--- config.mk ---
export PLATFORM = sky130hd
export DESIGN_NAME = demux4_deser
export DESIGN_NICKNAME = d
export VERILOG_FILES = /design/src/rtl/demux4_deser.sv
export SDC_FILE = /design/constraint.sdc
export NUM_CORES = 1
export LEC_CHECK = 0
export CAP_MARGIN = 20
export CORE_AREA = 5 5 42 44
export DETAILED_ROUTE_END_ITERATION = 8
export DIE_AREA = 0 0 47 49
export DONT_BUFFER_PORTS = 1
export PLACE_DENSITY = 0.45
export REMOVE_ABC_BUFFERS = 1
export SLEW_MARGIN = 20
export SYNTH_ARGS = -nofsm -noshare
export SYNTH_HDL_FRONTEND = slang
export SYNTH_SLANG_ARGS = --single-unit
--- constraint.sdc ---
create_clock -name CLK -period 2.65 [get_ports CLK]
set_clock_uncertainty 0.1 [all_clocks]
set_input_delay 0.3975 -clock CLK [delete_from_list [all_inputs] [get_ports CLK]]
set_output_delay 0.3975 -clock CLK [all_outputs]
set_load 0.03 [all_outputs]
--- src/rtl/demux4_deser.sv ---
// demux4_deser: 1:4 time-division demultiplexer (deserializer) with
// registered outputs. Words arrive on a shared bus in slot order 0,1,2,3;
// each is distributed to its lane. A slot counter tracks the frame, SYNC
// realigns it to slot 0, ERR flags a truncated frame, and QV pulses when a
// full frame has been delivered.
//
// Optional build macro: DEMUX4_SHADOW_EN
//   defined   - slots 0..2 go to shadow registers and all four lanes update
//               together on the slot-3 edge (outputs are always frame-coherent).
//   undefined - each lane updates directly on the edge that captures its slot.
module demux4_deser #(
    parameter int WIDTH = 1
) (
    input  logic             CLK,
    input  logic             RN,
    input  logic [WIDTH-1:0] D,
    input  logic             DV,
    input  logic             SYNC,
    output logic [WIDTH-1:0] Q0,
    output logic [WIDTH-1:0] Q1,
    output logic [WIDTH-1:0] Q2,
    output logic [WIDTH-1:0] Q3,
    output logic             QV,
    output logic [1:0]       SLOT,
    output logic             ERR
);

    logic [3:0][WIDTH-1:0] lane_q, lane_d;
    logic [1:0]            slot_q, slot_d;
    logic                  qv_q, qv_d;
    logic                  err_q, err_d;
    logic [1:0]            eff_slot;

`ifdef DEMUX4_SHADOW_EN
    logic [2:0][WIDTH-1:0] shd_q, shd_d;
`endif

    // Next-state: slot tracking, lane/shadow capture and status pulses.
    always_comb begin
        // NOTE: every signal written here gets a default first, so no path
        // leaves one unassigned and no latch is inferred.
        slot_d = slot_q;
        lane_d = lane_q;
        qv_d   = 1'b0;
        err_d  = 1'b0;
`ifdef DEMUX4_SHADOW_EN
        shd_d  = shd_q;
`endif
        // SYNC forces the current word to slot 0 regardless of the counter.
        eff_slot = SYNC ? 2'd0 : slot_q;

        if (DV) begin
            slot_d = eff_slot + 2'd1;
            qv_d   = (eff_slot == 2'd3);
            err_d  = SYNC && (slot_q != 2'd0);
`ifdef DEMUX4_SHADOW_EN
            case (eff_slot)
                2'd0: shd_d[0] = D;
                2'd1: shd_d[1] = D;
                2'd2: shd_d[2] = D;
                default: begin
                    lane_d[0] = shd_q[0];
                    lane_d[1] = shd_q[1];
                    lane_d[2] = shd_q[2];
                    lane_d[3] = D;
                end
            endcase
`else
            lane_d[eff_slot] = D;
`endif
        end
    end

    // State registers with asynchronous active-low reset.
    always_ff @(posedge CLK or negedge RN) begin
        // NOTE: sequential state uses non-blocking assignments so every flop
        // samples pre-edge values; blocking here would create ordering races.
        if (!RN) begin
            lane_q <= '0;
            slot_q <= 2'd0;
            qv_q   <= 1'b0;
            err_q  <= 1'b0;
        end else begin
            lane_q <= lane_d;
            slot_q <= slot_d;
            qv_q   <= qv_d;
            err_q  <= err_d;
        end
    end

`ifdef DEMUX4_SHADOW_EN
    // Shadow registers holding slots 0..2 until the frame completes.
    always_ff @(posedge CLK or negedge RN) begin
        // NOTE: the shadows are a tiny register bank, not a RAM, so they are
        // reset explicitly; a partial frame must not leak across a reset.
        if (!RN) begin
            shd_q <= '0;
        end else begin
            shd_q <= shd_d;
        end
    end
`endif

    assign Q0   = lane_q[0];
    assign Q1   = lane_q[1];
    assign Q2   = lane_q[2];
    assign Q3   = lane_q[3];
    assign QV   = qv_q;
    assign SLOT = slot_q;
    assign ERR  = err_q;

endmodule
-- Word-level counts from Yosys, hierarchy flattened
Cells that the tools add are included.
- register bits: 8
- bits of input ports: 5
- add/sub/neg operators: 1
- equal/unequal tests: 1
- multiplexer cells: 6
- order comparisons: 2
- reduce and logical (&&, ||, !) cells: 3
- operators with widths (cell ; number):
    $bwmux 4 ; 1
    $lt 2x3->1 const B ; 1
    $mux 1 ; 3
    $add 2x1->2 const B ; 1
    $demux 1 s2 ; 1
    $eq 2x2->1 const B ; 1
    $ge 2x1->1 const B ; 1
    $logic_and 1x1->1 ; 2
    $mux 2 ; 1
    $reduce_bool 2->1 ; 1

-- Depth between registers and ports, before layout
Gate-level depths: netlist of the first run.
- word-level depth: 6
- depth in mapped cells: 3

-- Least setup slack after synthesis of the first run
OpenSTA, ideal clock, no wires.
- kind: register to register
- from: register slot_q[0] (netlist: SLOT[0])
- to: register lane_q (netlist bit Q1)
- buffers on the path: 0
- cell stages (with the launch flop): 4
- arrival time: 1.235 ns
- required time: 2.425 ns
- setup slack: 1.189 ns
- cells stage by stage: dfrtp_1 and3b_1 nor2b_4 mux2_4
- longest elaborated chain between the ends: 6
- RTL lines (what ; line ; source):
    start, declared ; 29 ; logic [1:0] slot_q, slot_d;
    start signal, assigned ; 85 ; slot_q <= slot_d;
    $mux 2 (*) ; 50 ; eff_slot = SYNC ? 2'd0 : slot_q;
    $lt 2x3->1 (not written as such) or $ge 2x1->1 (tied branches) ; 69 ; lane_d[eff_slot] = D;
    $logic_and 1x1->1 (not written as such) ; 69 ;
    $mux 1 (not written as such) ; 69 ;
    $demux 1 s2 (*) ; 69 ;
    $bwmux 4 (*) ; 69 ;
    end signal, assigned ; 84 ; lane_q <= lane_d;
    end, declared ; 28 ; logic [3:0][WIDTH-1:0] lane_q, lane_d;
Mark *: on every way between the ends. The rest lies on a longest branch, timed or not.
A chain may end at the register's enable or synchronous reset.

-- Final worst setup path of the first run
- from: register slot_q[1] (netlist: SLOT[1])
- to: register lane_q (netlist bit Q2)
The elaborated chain is that of the path after synthesis.

==> results of run 1 <==
[power by group through the flow]
stage / registers [W] / logic, W / clock network [W]
final: 0.000223 / 0.0000426 / 0.0000873
after detailed placement: 0.000227 / 0.0000396 / 0
after global routing: 0.000227 / 0.0000457 / 0.0000970
after global placement: 0.000227 / 0.0000380 / 0
after CTS: 0.000225 / 0.0000434 / 0.0000932
after floorplan: 0.000219 / 0.0000357 / 0
[area by class of cell]
class	instances	area [um^2]
Fill cell	154	1020
Clock buffer	3	22.5
Tap cell	16	20.0
Timing Repair Buffer	1	10.0
Sequential cell	8	200
Multi-Input combinational cell	17	129
[Yosys cell counts]
| cell type | count | area (um^2) |
|---|---|---|
| and3b_1 | 1 | 8.76 |
| nor3_1 | 1 | 5.00 |
| mux2_2 | 2 | 22.5 |
| and2_4 | 1 | 8.76 |
| nand2_1 | 2 | 7.51 |
| o21ai_0 | 2 | 10.0 |
| dfrtp_1 | 8 | 200 |
| nor2_1 | 4 | 15.0 |
| nor2b_4 | 1 | 13.8 |
| a21o_1 | 1 | 7.51 |
| mux2_4 | 2 | 30.0 |
[registers in the layout, summed over array words and instances (netlist names)]
name  cells
ERR       1
Q0        1
Q1        1
Q2        1
Q3        1
QV        1
SLOT      2
[kinds of logic after synthesis]
family	share of synthesized area, %
AO/OA/AOI/OAI	5.32
flip-flops	60.8
multiplexers	16.0
AND/OR/NAND/NOR	17.9
[placed cells by master (no fill, tap or decap)]
cell / synthesis / layout
and3b_1: 1 / 1
mux2_2: 2 / 2
o21ai_0: 2 / 2
mux2_4: 2 / 2
clkbuf_4: 0 / 3
nor2b_4: 1 / 1
and2_4: 1 / 1
nor2_1: 4 / 4
nor3_1: 1 / 1
nand2_1: 2 / 2
a21o_1: 1 / 1
dfrtp_1: 8 / 8
dlygate4sd3_1: 0 / 1
[per-stage QoR]
step                      std cells  hold WS (ns)  worst slack (ns)  utilization (%)  area [um^2]
after CTS                        45         0.152              1.04             27.2          382
final                            45         0.160              1.08             27.2          382
after floorplan                  25       0.00191              1.19                -          329
after global placement           41       0.00213              1.11             24.9          349
after detailed placement         41       0.00214              1.05             24.9          349
after global routing             45         0.163             0.950             27.2          382
[path summary, 6_finish.rpt]
path | cells past startpoint | endpoint | startpoint
setup / recovery | 3 | Q2 | SLOT[1]
setup reg to reg | 3 | Q2 | SLOT[1]
min in group asynchronous | 1 | QV | RN
max in group asynchronous | 1 | Q2 | RN
hold reg to reg | 1 | Q3 | Q3
hold / removal | 2 | ERR | SYNC
[metal layers]
layer  part of all wire [%]  vias up  wire length (um)
met4                      0        0                 0
met3                     10        0                65
met1                     34       97               224
met5                      0        -                 0
li1                       -       92                 -
met2                     55        8               360
==> impl_metrics.json, run 1 <==
{
  "synthesis.area_um2": 329,
  "path_delay_family": "flip-flops",
  "synth_cells": 25,
  "tightest_slew_ns": 0.472,
  "avgViaCountPerCell": 4.38,
  "dpl.hpwl_um": 533,
  "p_seq_share_pct": 63.1,
  "grt_pass1_vias": 211,
  "yosysSeqAreaShare_pct": 60.8,
  "core.rowCount": 14,
  "syn_avg_cell_area_um2": 13.2,
  "arrival_ns": 1.60,
  "grt_pass1_wl_um": 993,
  "min_path_type": "input port to flip-flop",
  "clkPwrFrac_pct": 24.8,
  "n_antenna_cell": 0,
  "grt.total_usage_pct": 6.52,
  "path_clk_slew_ns": 0.05,
  "cts.htree.levels": 1,
  "die-area_mm2": 0.00230,
  "start_util_pct": 23.5,
  "yosysWarnings": 0,
  "period_needed_ns": 1.57,
  "tritoncts": "done",
  "drtIter0Drc": 1,
  "start_kind": "flip-flop",
  "cp_max_fo": 6,
  "grt_most_used_layer": "met2",
  "io_buffers": 0,
  "tns_ns": 0,
  "antenna_left": 0,
  "ys_ff_latch": 8,
  "fin_crit_sh_pct": 59.3,
  "status": "completed",
  "finalNetCount": 36,
  "wl_per_cell_um": 14.4,
  "worst_path_max_delay_cell": "dfrtp_1",
  "areaGrowthSynthToFinish_pct": 16.0,
  "worstPathRequired_ns": 2.68,
  "cp_cell_sequence": "nand2_1 > nor3_1 > mux2_2",
  "rsz0062_at_grt": "no",
  "clock-sinks": 8,
  "cp-end-kind": "flip-flop",
  "die_x_um": 47,
  "gp_congestion": 0.613,
  "die_y_um": 49,
  "grt_max_degree": 9,
  "setup_violations": 0,
  "cts_hold_buf": 1,
  "peakVddDrop_mv": 0.390,
  "drc": 0,
  "rrSetupSlack_ns": 1.08,
  "overflow": 0,
  "hold_viol": 0,
  "power_frac_comb_pct": 12.1,
  "cts-resized-gates": 0,
  "yosysUniqueCellTypes": 11,
  "switching_share_pct": 35.3,
  "max_slew_margin_pct": 68.5,
  "fp.coreArea_mm2": 0.00140,
  "use_met3_pct": 6.64,
  "finalPower_w": 0.000353,
  "drive_gt1_share_pct": 31.0,
  "maxCapViolations": 0,
  "max_freq_mhz": 636,
  "cts_root_buffer": "clkbuf_4",
  "critPathKind": "flip-flop to flip-flop",
  "critPathBufInv": 0,
  "drt_first_pass_iters": 3,
  "ioPinCount": 13,
  "cts_made_buffers": 3,
  "internal-power_w": 0.000228,
  "insertion_delay_ns": 0.24,
  "power.density_cell_area_mw_per_mm2": 924,
  "leakage_nw": 0.178,
  "clock_path_buffers": 2,
  "critPathMaxStageDelay_ns": 0.63,
  "grtUsageMet2_pct": 10.6,
  "via_count": 197,
  "grt_use_met1_pct": 6.07,
  "antenna_found_initial": 0,
  "power.switching_w": 0.000124,
  "finalMaxSlewViolations": 0,
  "totalWireLength_um": 650,
  "cts_setup_buffers": 0
}
(Power assumes the default switching activity.)
==> run 2: changes to the inputs <==
--- a/config.mk
+++ b/config.mk
@@ -10,7 +10,7 @@
 export DETAILED_ROUTE_END_ITERATION = 8
 export DIE_AREA = 0 0 47 49
 export DONT_BUFFER_PORTS = 1
-export PLACE_DENSITY = 0.45
+export PLACE_DENSITY = 0.46
 export REMOVE_ABC_BUFFERS = 1
 export SLEW_MARGIN = 20
 export SYNTH_ARGS = -nofsm -noshare
==> constraint.sdc (replaced) <==
create_clock -name CLK -period 1.4 [get_ports CLK]
set_clock_uncertainty 0.1 [all_clocks]
set_input_delay 0.21 -clock CLK [delete_from_list [all_inputs] [get_ports CLK]]
set_output_delay 0.21 -clock CLK [all_outputs]
set_load 0.03 [all_outputs]
==> run 2 against run 1 <==
Clock-buffer cell count stayed put. Worst setup slack worse by 1.0 ns. Flip-flop and latch count did not move. Global-route usage increased by 0.55 points. First-iteration DRC count rose to 4.0 times the previous value. Power up 99%. Sequential power increased by 80%. Register-to-register slack got worse by 0.98 ns. Cell count rose by 13%. Die area is the same. Combinational power rose to 2.8 times the previous value. Hold slack lost 0.15 ns. Critical path type is now input port to flip-flop. Largest power group unchanged. Highest routed layer is now met4.
==> impl_metrics.json, run 2 (same netlist as run 1, synthesis figures left out) <==
{
  "dpl.hpwl_um": 534,
  "period_needed_ns": 1.34,
  "gp_congestion": 0.639,
  "totalWireLength_um": 732,
  "io_buffers": 0,
  "grt.total_usage_pct": 7.08,
  "post-route-util_pct": 31.2,
  "power.density_cell_area_mw_per_mm2": 1600,
  "cts_hold_buf": 5,
  "avgViaCountPerCell": 4.55,
  "grt_pass1_vias": 265,
  "maxCapViolations": 0,
  "die_x_um": 47,
  "rsz0062_at_grt": "no",
  "critPathMostFrequentCell": "dlygate4sd3_1",
  "cts_root_buffer": "clkbuf_4",
  "cts_made_buffers": 3,
  "max_freq_mhz": 749,
  "most-common-layout-cells": "8 x dfrtp_1, 5 x dlygate4sd3_1, 4 x nor2_1, 3 x clkbuf_4",
  "peakVddDrop_mv": 0.407,
  "status": "completed",
  "core.rowCount": 14,
  "hold_viol": 0,
  "multi_input_area_um2": 129,
  "cp_cell_sequence": "dlygate4sd3_1 > nand2_1 > dlygate4sd3_1 > nor2_1",
  "leakage_nw": 0.203,
  "drive_gt1_share_pct": 31.4,
  "via_count": 232,
  "worst_path_max_delay_cell": "dlygate4sd3_1",
  "finalNetCount": 42,
  "insertion_delay_ns": 0.25,
  "drtIter0Drc": 4,
  "tns_ns": 0,
  "path_delay_family": "buffers and inverters",
  "n_antenna_cell": 0,
  "whs_ns": 0.00986,
  "top_layer": "met4",
  "ioPinCount": 13,
  "grt_pass1_wl_mm": 1.10,
  "arrival_ns": 1.38,
  "nFillCells": 148,
  "clock_path_buffers": 2,
  "fp.coreArea_mm2": 0.00140,
  "tightest_slew_ns": 0.360,
  "tritoncts": "done",
  "wl_met1_um": 254,
  "die_y_um": 49,
  "critPathMaxStageDelay_ns": 0.54,
  "critPathBufInv": 2,
  "fin_crit_sh_pct": 95.4,
  "path_clk_slew_ns": 0.06,
  "wl_per_cell_um": 14.4,
  "areaGrowthSynthToFinish_pct": 32.7,
  "drt_first_pass_iters": 3,
  "setup_violations": 0,
  "cts.htree.levels": 1,
  "cts_setup_buffers": 0,
  "drc": 0,
  "overflow": 0,
  "die-area_mm2": 0.00230,
  "worstPathRequired_ns": 1.44,
  "largest_reg_flops": 2,
  "start_util_pct": 23.5,
  "max_slew_margin_pct": 75.9,
  "critPathKind": "input port to flip-flop",
  "grt_max_degree": 9,
  "antenna_found_initial": 0,
  "cp-end-kind": "flip-flop",
  "clock-sinks": 8,
  "seqCellArea_um2": 200,
  "wl_met3_um": 82,
  "min_path_type": "input port to flip-flop",
  "cp_max_fo": 5,
  "dr_wl_met2_um": 381,
  "final_common_cell": "dfrtp_1",
  "cts-resized-gates": 0,
  "finalMaxSlewViolations": 0,
  "start_kind": "input port",
  "antenna_left": 0
}
==> run 2: area by class of cell <==
cell class                      instances  area share [%]
Clock buffer                            3            5.16
Timing Repair Buffer                    7            14.9
Sequential cell                         8            45.8
Tap cell                               16            4.58
Multi-Input combinational cell         17            29.5
==> run 2: metrics by stage <==
stage	instances	power [W]	setup WS, ns	cell area, um^2
floorplan	25	0.000482	-0.0606	329
global placement	43	0.000512	0.139	364
detailed placement	43	0.000516	0.110	364
CTS	51	0.000714	0.0714	437
global route	51	0.000728	0.0250	437
finish	51	0.000701	0.0640	437
==> run 2: path summary, 6_finish.rpt <==
kind | slack [ns] | start | to | cells past startpoint
max | 0.06 | SYNC | ERR | 4
min | 0.01 | D | Q2 | 1
max reg2reg | 0.10 | SLOT[1] | Q2 | 3
min reg2reg | 0.47 | SLOT[0] | ERR | 2
max in group asynchronous | 0.74 | RN | SLOT[1] | 1
min in group asynchronous | 0.20 | RN | Q3 | 1
==> run 2: where the power goes <==
group	total (W)	internal (W)	switching (W)
Sequential	0.000402	0.000279	0.000123
Combinational	0.000121	0.0000723	0.0000492
Clock	0.000177	0.0000981	0.0000788
==> run 2: metal layers <==
metal  vias up  track usage, %
li1        105               -
met4         0            5.53
met1       115            6.03
met3         2            4.43
met2        10            11.1
met5         -               0
==> run 2: worst reg2reg max path, stage by stage, from the launching register on <==
cell and delay [ns]:
dfrtp_1 0.45, nand2_1 0.07, nor3_1 0.21, mux2_2 0.36
==> run 3: changes to the inputs <==
--- a/config.mk
+++ b/config.mk
@@ -7,6 +7,7 @@
 export LEC_CHECK = 0
 export CAP_MARGIN = 20
 export CORE_AREA = 5 5 42 44
+export CTS_CLUSTER_SIZE = 20
 export DETAILED_ROUTE_END_ITERATION = 8
 export DIE_AREA = 0 0 47 49
 export DONT_BUFFER_PORTS = 1
==> results of run 3 <==
No change in the layout: final DEF, timing and power equal those of run 2.
